## config.mk

```make
export PLATFORM = sky130hd
export DESIGN_NAME = id_ex_stage
export DESIGN_NICKNAME = d
export VERILOG_FILES = /design/src/rtl/pipeline_pkg.sv /design/src/rtl/hazard_detect.sv /design/src/rtl/id_ex_stage.sv
export SDC_FILE = /design/constraint.sdc
export NUM_CORES = 1
export LEC_CHECK = 0
export CORE_MARGIN = 3
export CORE_UTILIZATION = 36
export DETAILED_ROUTE_END_ITERATION = 16
export PLACE_DENSITY = 0.8
export REMOVE_ABC_BUFFERS = 1
export SYNTH_ARGS = -nofsm -noshare
export SYNTH_HDL_FRONTEND = slang
export SYNTH_HIERARCHICAL = 1
export SYNTH_SLANG_ARGS = --single-unit
```

## constraint.sdc

```tcl
create_clock -name clk -period 2.2 [get_ports clk]
set_input_delay 0.44 -clock clk [delete_from_list [all_inputs] [get_ports clk]]
set_output_delay 0.44 -clock clk [all_outputs]
set_load 0.005 [all_outputs]
```

## src/rtl/pipeline_pkg.sv

```systemverilog
// Shared constants for the ID/EX pipeline slice: default widths, control-bundle
// bit positions and the stage state encoding.
package pipeline_pkg;

  localparam int WIDTH_B_DEF = 32;
  localparam int ADDR_B_DEF  = 5;
  localparam int CTRL_W      = 8;

  // id_ctrl = {ALUOp[1:0], ALUSrc, RegDst, MemtoReg, MemWrite, MemRead, RegWrite}
  localparam int CTRL_REGWRITE = 0;
  localparam int CTRL_MEMREAD  = 1;
  localparam int CTRL_MEMWRITE = 2;
  localparam int CTRL_MEMTOREG = 3;
  localparam int CTRL_REGDST   = 4;
  localparam int CTRL_ALUSRC   = 5;
  localparam int CTRL_ALUOP_LO = 6;
  localparam int CTRL_ALUOP_HI = 7;

  typedef enum logic {
    ST_RUN    = 1'b0,
    ST_BUBBLE = 1'b1
  } stage_state_e;

  function automatic logic [15:0] sat_inc16(input logic [15:0] v);
    return (v == 16'hFFFF) ? v : v + 16'd1;
  endfunction

endpackage

```

## src/rtl/hazard_detect.sv

```systemverilog
// Combinational load-use detector: a load in EX whose destination is read by
// the instruction currently in decode.
module hazard_detect
  import pipeline_pkg::*;
#(
  parameter int Addr_B = ADDR_B_DEF
) (
  input  logic              ex_valid,
  input  logic              ex_mem_read,
  input  logic [Addr_B-1:0] ex_rt,
  input  logic              id_valid,
  input  logic [Addr_B-1:0] id_rs,
  input  logic [Addr_B-1:0] id_rt,
  output logic              hazard
);

  assign hazard = ex_valid & ex_mem_read & (ex_rt != '0) & id_valid &
                  ((ex_rt == id_rs) | (ex_rt == id_rt));

endmodule

```

## src/rtl/id_ex_stage.sv

```systemverilog
// ID/EX pipeline register with write-through bypass, load-use stall insertion,
// flush handling and saturating bubble/flush event counters.
module id_ex_stage
  import pipeline_pkg::*;
#(
  parameter int width_B = WIDTH_B_DEF,
  parameter int Addr_B  = ADDR_B_DEF
) (
  input  logic               clk,
  input  logic               rst_n,
  input  logic               id_valid,
  input  logic [Addr_B-1:0]  id_rs,
  input  logic [Addr_B-1:0]  id_rt,
  input  logic [Addr_B-1:0]  id_rd,
  input  logic [width_B-1:0] id_rs_data,
  input  logic [width_B-1:0] id_rt_data,
  input  logic [width_B-1:0] id_imm,
  input  logic [CTRL_W-1:0]  id_ctrl,
  input  logic               wb_RegWrite,
  input  logic [Addr_B-1:0]  wb_Write_Addr,
  input  logic [width_B-1:0] wb_Write_Data,
  input  logic               flush,
  output logic               stall,
  output logic               ex_valid,
  output logic [Addr_B-1:0]  ex_rs,
  output logic [Addr_B-1:0]  ex_rt,
  output logic [Addr_B-1:0]  ex_rd,
  output logic [width_B-1:0] ex_rs_data,
  output logic [width_B-1:0] ex_rt_data,
  output logic [width_B-1:0] ex_imm,
  output logic [CTRL_W-1:0]  ex_ctrl,
  output logic [15:0]        bubble_count,
  output logic [15:0]        flush_count
);

  stage_state_e       state, state_next;
  logic               hazard;
  logic               load_bubble;
  logic [width_B-1:0] rs_fwd, rt_fwd;

  hazard_detect #(.Addr_B(Addr_B)) u_hazard (
    .ex_valid    (ex_valid),
    .ex_mem_read (ex_ctrl[CTRL_MEMREAD]),
    .ex_rt       (ex_rt),
    .id_valid    (id_valid),
    .id_rs       (id_rs),
    .id_rt       (id_rt),
    .hazard      (hazard)
  );

  // Only one stall per hazard: the BUBBLE state lets the held instruction through.
  always_comb begin
    stall      = 1'b0;
    state_next = ST_RUN;
    if (hazard && !flush && state == ST_RUN) begin
      stall      = 1'b1;
      state_next = ST_BUBBLE;
    end
  end

  always_ff @(posedge clk or negedge rst_n) begin
    if (!rst_n) state <= ST_RUN;
    else        state <= state_next;
  end

  // Register 0 is hard-wired, so a write to it must never be forwarded.
  always_comb begin
    rs_fwd = id_rs_data;
    rt_fwd = id_rt_data;
    if (wb_RegWrite && wb_Write_Addr == id_rs && id_rs != '0) rs_fwd = wb_Write_Data;
    if (wb_RegWrite && wb_Write_Addr == id_rt && id_rt != '0) rt_fwd = wb_Write_Data;
  end

  assign load_bubble = flush | stall | ~id_valid;

  always_ff @(posedge clk or negedge rst_n) begin
    if (!rst_n) begin
      ex_valid   <= 1'b0;
      ex_rs      <= '0;
      ex_rt      <= '0;
      ex_rd      <= '0;
      ex_rs_data <= '0;
      ex_rt_data <= '0;
      ex_imm     <= '0;
      ex_ctrl    <= '0;
    end else if (load_bubble) begin
      ex_valid   <= 1'b0;
      ex_rs      <= '0;
      ex_rt      <= '0;
      ex_rd      <= '0;
      ex_rs_data <= '0;
      ex_rt_data <= '0;
      ex_imm     <= '0;
      ex_ctrl    <= '0;
    end else begin
      ex_valid   <= 1'b1;
      ex_rs      <= id_rs;
      ex_rt      <= id_rt;
      ex_rd      <= id_rd;
      ex_rs_data <= rs_fwd;
      ex_rt_data <= rt_fwd;
      ex_imm     <= id_imm;
      ex_ctrl    <= id_ctrl;
    end
  end

  always_ff @(posedge clk or negedge rst_n) begin
    if (!rst_n) begin
      bubble_count <= '0;
      flush_count  <= '0;
    end else begin
      if (stall)              bubble_count <= sat_inc16(bubble_count);
      if (flush && id_valid)  flush_count  <= sat_inc16(flush_count);
    end
  end

endmodule

```

==> impl_results.md <==
- # DRC: 0
- Final GP Congestion: 0.879
- H-tree Lvls: 4
- Yosys top cell area share: 61.7%
- Status: complete, but fails checks
- Hold Crit Class: in -> reg
- Buf/Inv on CP: 4
- Total gr overflow: 0
- Final setup TNS: -37.66 ns
- Initial core utilization: 37.1%
- Diodes inserted: 0
- Die W: 137 um
- Place WS: -0.877 ns
- DP HPWL: 15.0 mm
- Sequential cell area: 3830 um2
- Worst-Margin Slew: 0.641 ns
- CP Max Fanout: 2
- Final worst path period share: 123%
- Post-Synthesis Cells: 582
- Final setup vio count: 137
- CTS clock-pin slew for the worst setup and hold paths: 0.06 ns
- Leak pwr: 4.80 nW
- FF-to-FF End: bubble_count[13]
- Critical path's largest stage delay: 0.44 ns
- Hold Path Depth: 2
- Unrepaired setup endpoints after global routing: yes
- Final core occ: 65.7%
- Critical-path cell list: clkdlybuf4s50_1 > xor2_1 > nor3_1 > nand3_1 > a21oi_2 > or3b_4 > buf_6 > inv_4 > buf_6
- Clk_lat worst skew: 0.43 ns
- CP delay by family, top: simple AND/OR/NAND/NOR gates
- Fraction of registers with async set/reset: 100%
- Routed Antenna Nets: 0
- Post-synthesis sequential area ratio: 61.7%
- Hold slack: 0.364 ns
- Vias/cell: 4.87
- Slowest cell on the critical path: clkdlybuf4s50_1
- Max Transition Viols Final: 0
- WL final: 20.1 mm
- Commonest cells post-synth: dfrtp_1 (153), nand3_1 (77), nand2_1 (75), o21ai_0 (66), and2_1 (55)
- Crit path kind: in -> out
- Row cnt: 47
- Layout cells sized above 1: 13.3%
- Via count: 5718
- Critical Path Sink Type: output port
- Fin crit period: 2.70 ns
- Fin area: 11000 um2
- Yosys cell types: 39
- GRT Total Usage: 21.3%
- Root Buffer: clkbuf_16
- Normalized max-slew margin: 56.9%
- Final Hold Vio Count: 0
- CP dominant cell by count: buf_6
- Clk_skew: 0.0125 ns
- Most frequent cell after synthesis: dfrtp_1
- Top cells by area, synth: dfrtp_1 (62%), nand3_1 (6.2%), and2_1 (5.5%)
- CORE AREA: 16700 um2
- Leading register cell type out of synthesis: dfrtp_1
- Hold worst-path end: ex_rs[4]
- Clock sink count: 153
- Internal reg-to-reg setup slack: -0.41 ns
- CTS Buf Count: 17
- DR WL/cell: 17.1 um
- Drt first pass iters: 5
- Peak VDD IR: 505 uV
- Fin cells: 1175
- Failing checks: setup timing
- Worst Hold Launch: id_rs[4]
- Final Worst Setup Slack: -0.500 ns
- Cell count after placement: 1129
- Critical Path RT: 1.76 ns
- Port buffer count: 313
- Die span in y: 137 um
- #FFs+latches synth: 153
- Mean post-synth cell area: 10.7 um2
- Post-synth EDFFs: 0
- PD cells: 663 nW/um2
- First-pass GRT wire length: 30.5 mm
- Fmax: 370 MHz
- Clock tree buffer depth: 2
- Vias in the first global route: 5801
- Final #Nets: 1106
- FILL cells: 1293
- Area Growth Syn to Fin: 76.9%
- IO Pins: 314
- Antenna violations before repair: 0
- Placed cell areas: 9950 um2
- Largest net degree at the start of global routing: 44
- R2r worst-path depth: 10
- Die Area: 18800 um2
- Critical Path Source Type: primary input
- Top cell type by total area after synthesis: dfrtp_1
- Crit path DAT: 2.26 ns
- Crit Reg-Reg Startpoint: ex_rt[4]
- Pwr Total: 7.28 mW
- Synth Cell Area: 6200 um2
- Synth warn: 6
- Footprint of the multi-input gates: 2310 um2
- CTS tree: yes
- Total of max-cap violations: 0
- Starting DRT DRC Count: 275
## final cells by class
type | count | area share [%]
timing repair buffer | 377 | 35.5
inverter | 4 | 0.160
tap | 220 | 2.51
clock inverter | 10 | 1.51
multi-input combinational | 390 | 21.1
clock buffer | 21 | 4.38
sequential | 153 | 34.9
## cell families after synthesis
| kind of cell | after synthesis | synth area share, % |
|---|---|---|
| xor gates and xnor gates | 42 | 5.93 |
| AOI/OAI and AO/OA | 81 | 6.92 |
| adders and majority gates | 2 | 0.403 |
| and+or+nand+nor | 263 | 22.1 |
| DFF | 153 | 61.7 |
| buffers and inverters | 39 | 2.56 |
| muxes | 2 | 0.363 |
## flip-flops by register name, summed over array words and instances, names as in the netlist, 5 cells and up
register,cells
bubble_count,16
flush_count,16
ex_rd,5
ex_rs_data,32
ex_imm,32
ex_rt,5
ex_rs,5
ex_ctrl,8
ex_rt_data,32
## cells in the final DEF (no fill, tap or decap), types with 5 or more instances in the layout
cell,count
clkbuf_16,17
nor4_1,5
and2_1,55
clkdlybuf4s50_1,308
buf_6,7
a31oi_1,5
nand4_1,9
nor3_1,7
xor2_1,22
nor2_1,12
o21ai_0,43
buf_12,10
nand2_1,74
xnor2_1,20
buf_4,42
dfrtp_1,152
nand3_1,75
o21ai_1,17
o21ai_2,6
## worst max path at each step
| stage | from | end | slack, ns | depth (start not counted) |
|---|---|---|---|---|
| floorplan | ex_rt[3] | ex_rs_data[0] | -0.89 | 7 |
| global placement | id_rs[0] | stall | -0.84 | 8 |
| detailed placement | id_rs[0] | stall | -0.88 | 8 |
| CTS | ex_rt[4] | stall | -0.38 | 7 |
| global route | ex_rt[4] | stall | -0.55 | 8 |
| finish | id_rs[2] | stall | -0.50 | 9 |
## per-layer routing
layer,GRT usage (%),routed length (um)
met5,0,0
met4,8.04,600
met3,7.56,1710
met2,38.5,10600
met1,22.8,7280
## power by group
group,internal (mW),total (mW),switching [mW],leakage (nW)
clock network,2.02,3.16,1.14,0.308
logic,0.687,1.05,0.367,2.43
registers,2.96,3.06,0.108,2.06
total,5.66,7.28,1.62,4.80
## timing repair
item | CTS | global route
endpoints found under the hold margin | 39 | 0
setup buffers | 9 | 2
pin swaps | 13 | 8
hold buffers | 1 | 0
gates resized for setup | 49 | 17
cloned | 4 | 0
setup endpoints to repair | 130 | 137
No activity file was read; power rests on OpenSTA's default activity.
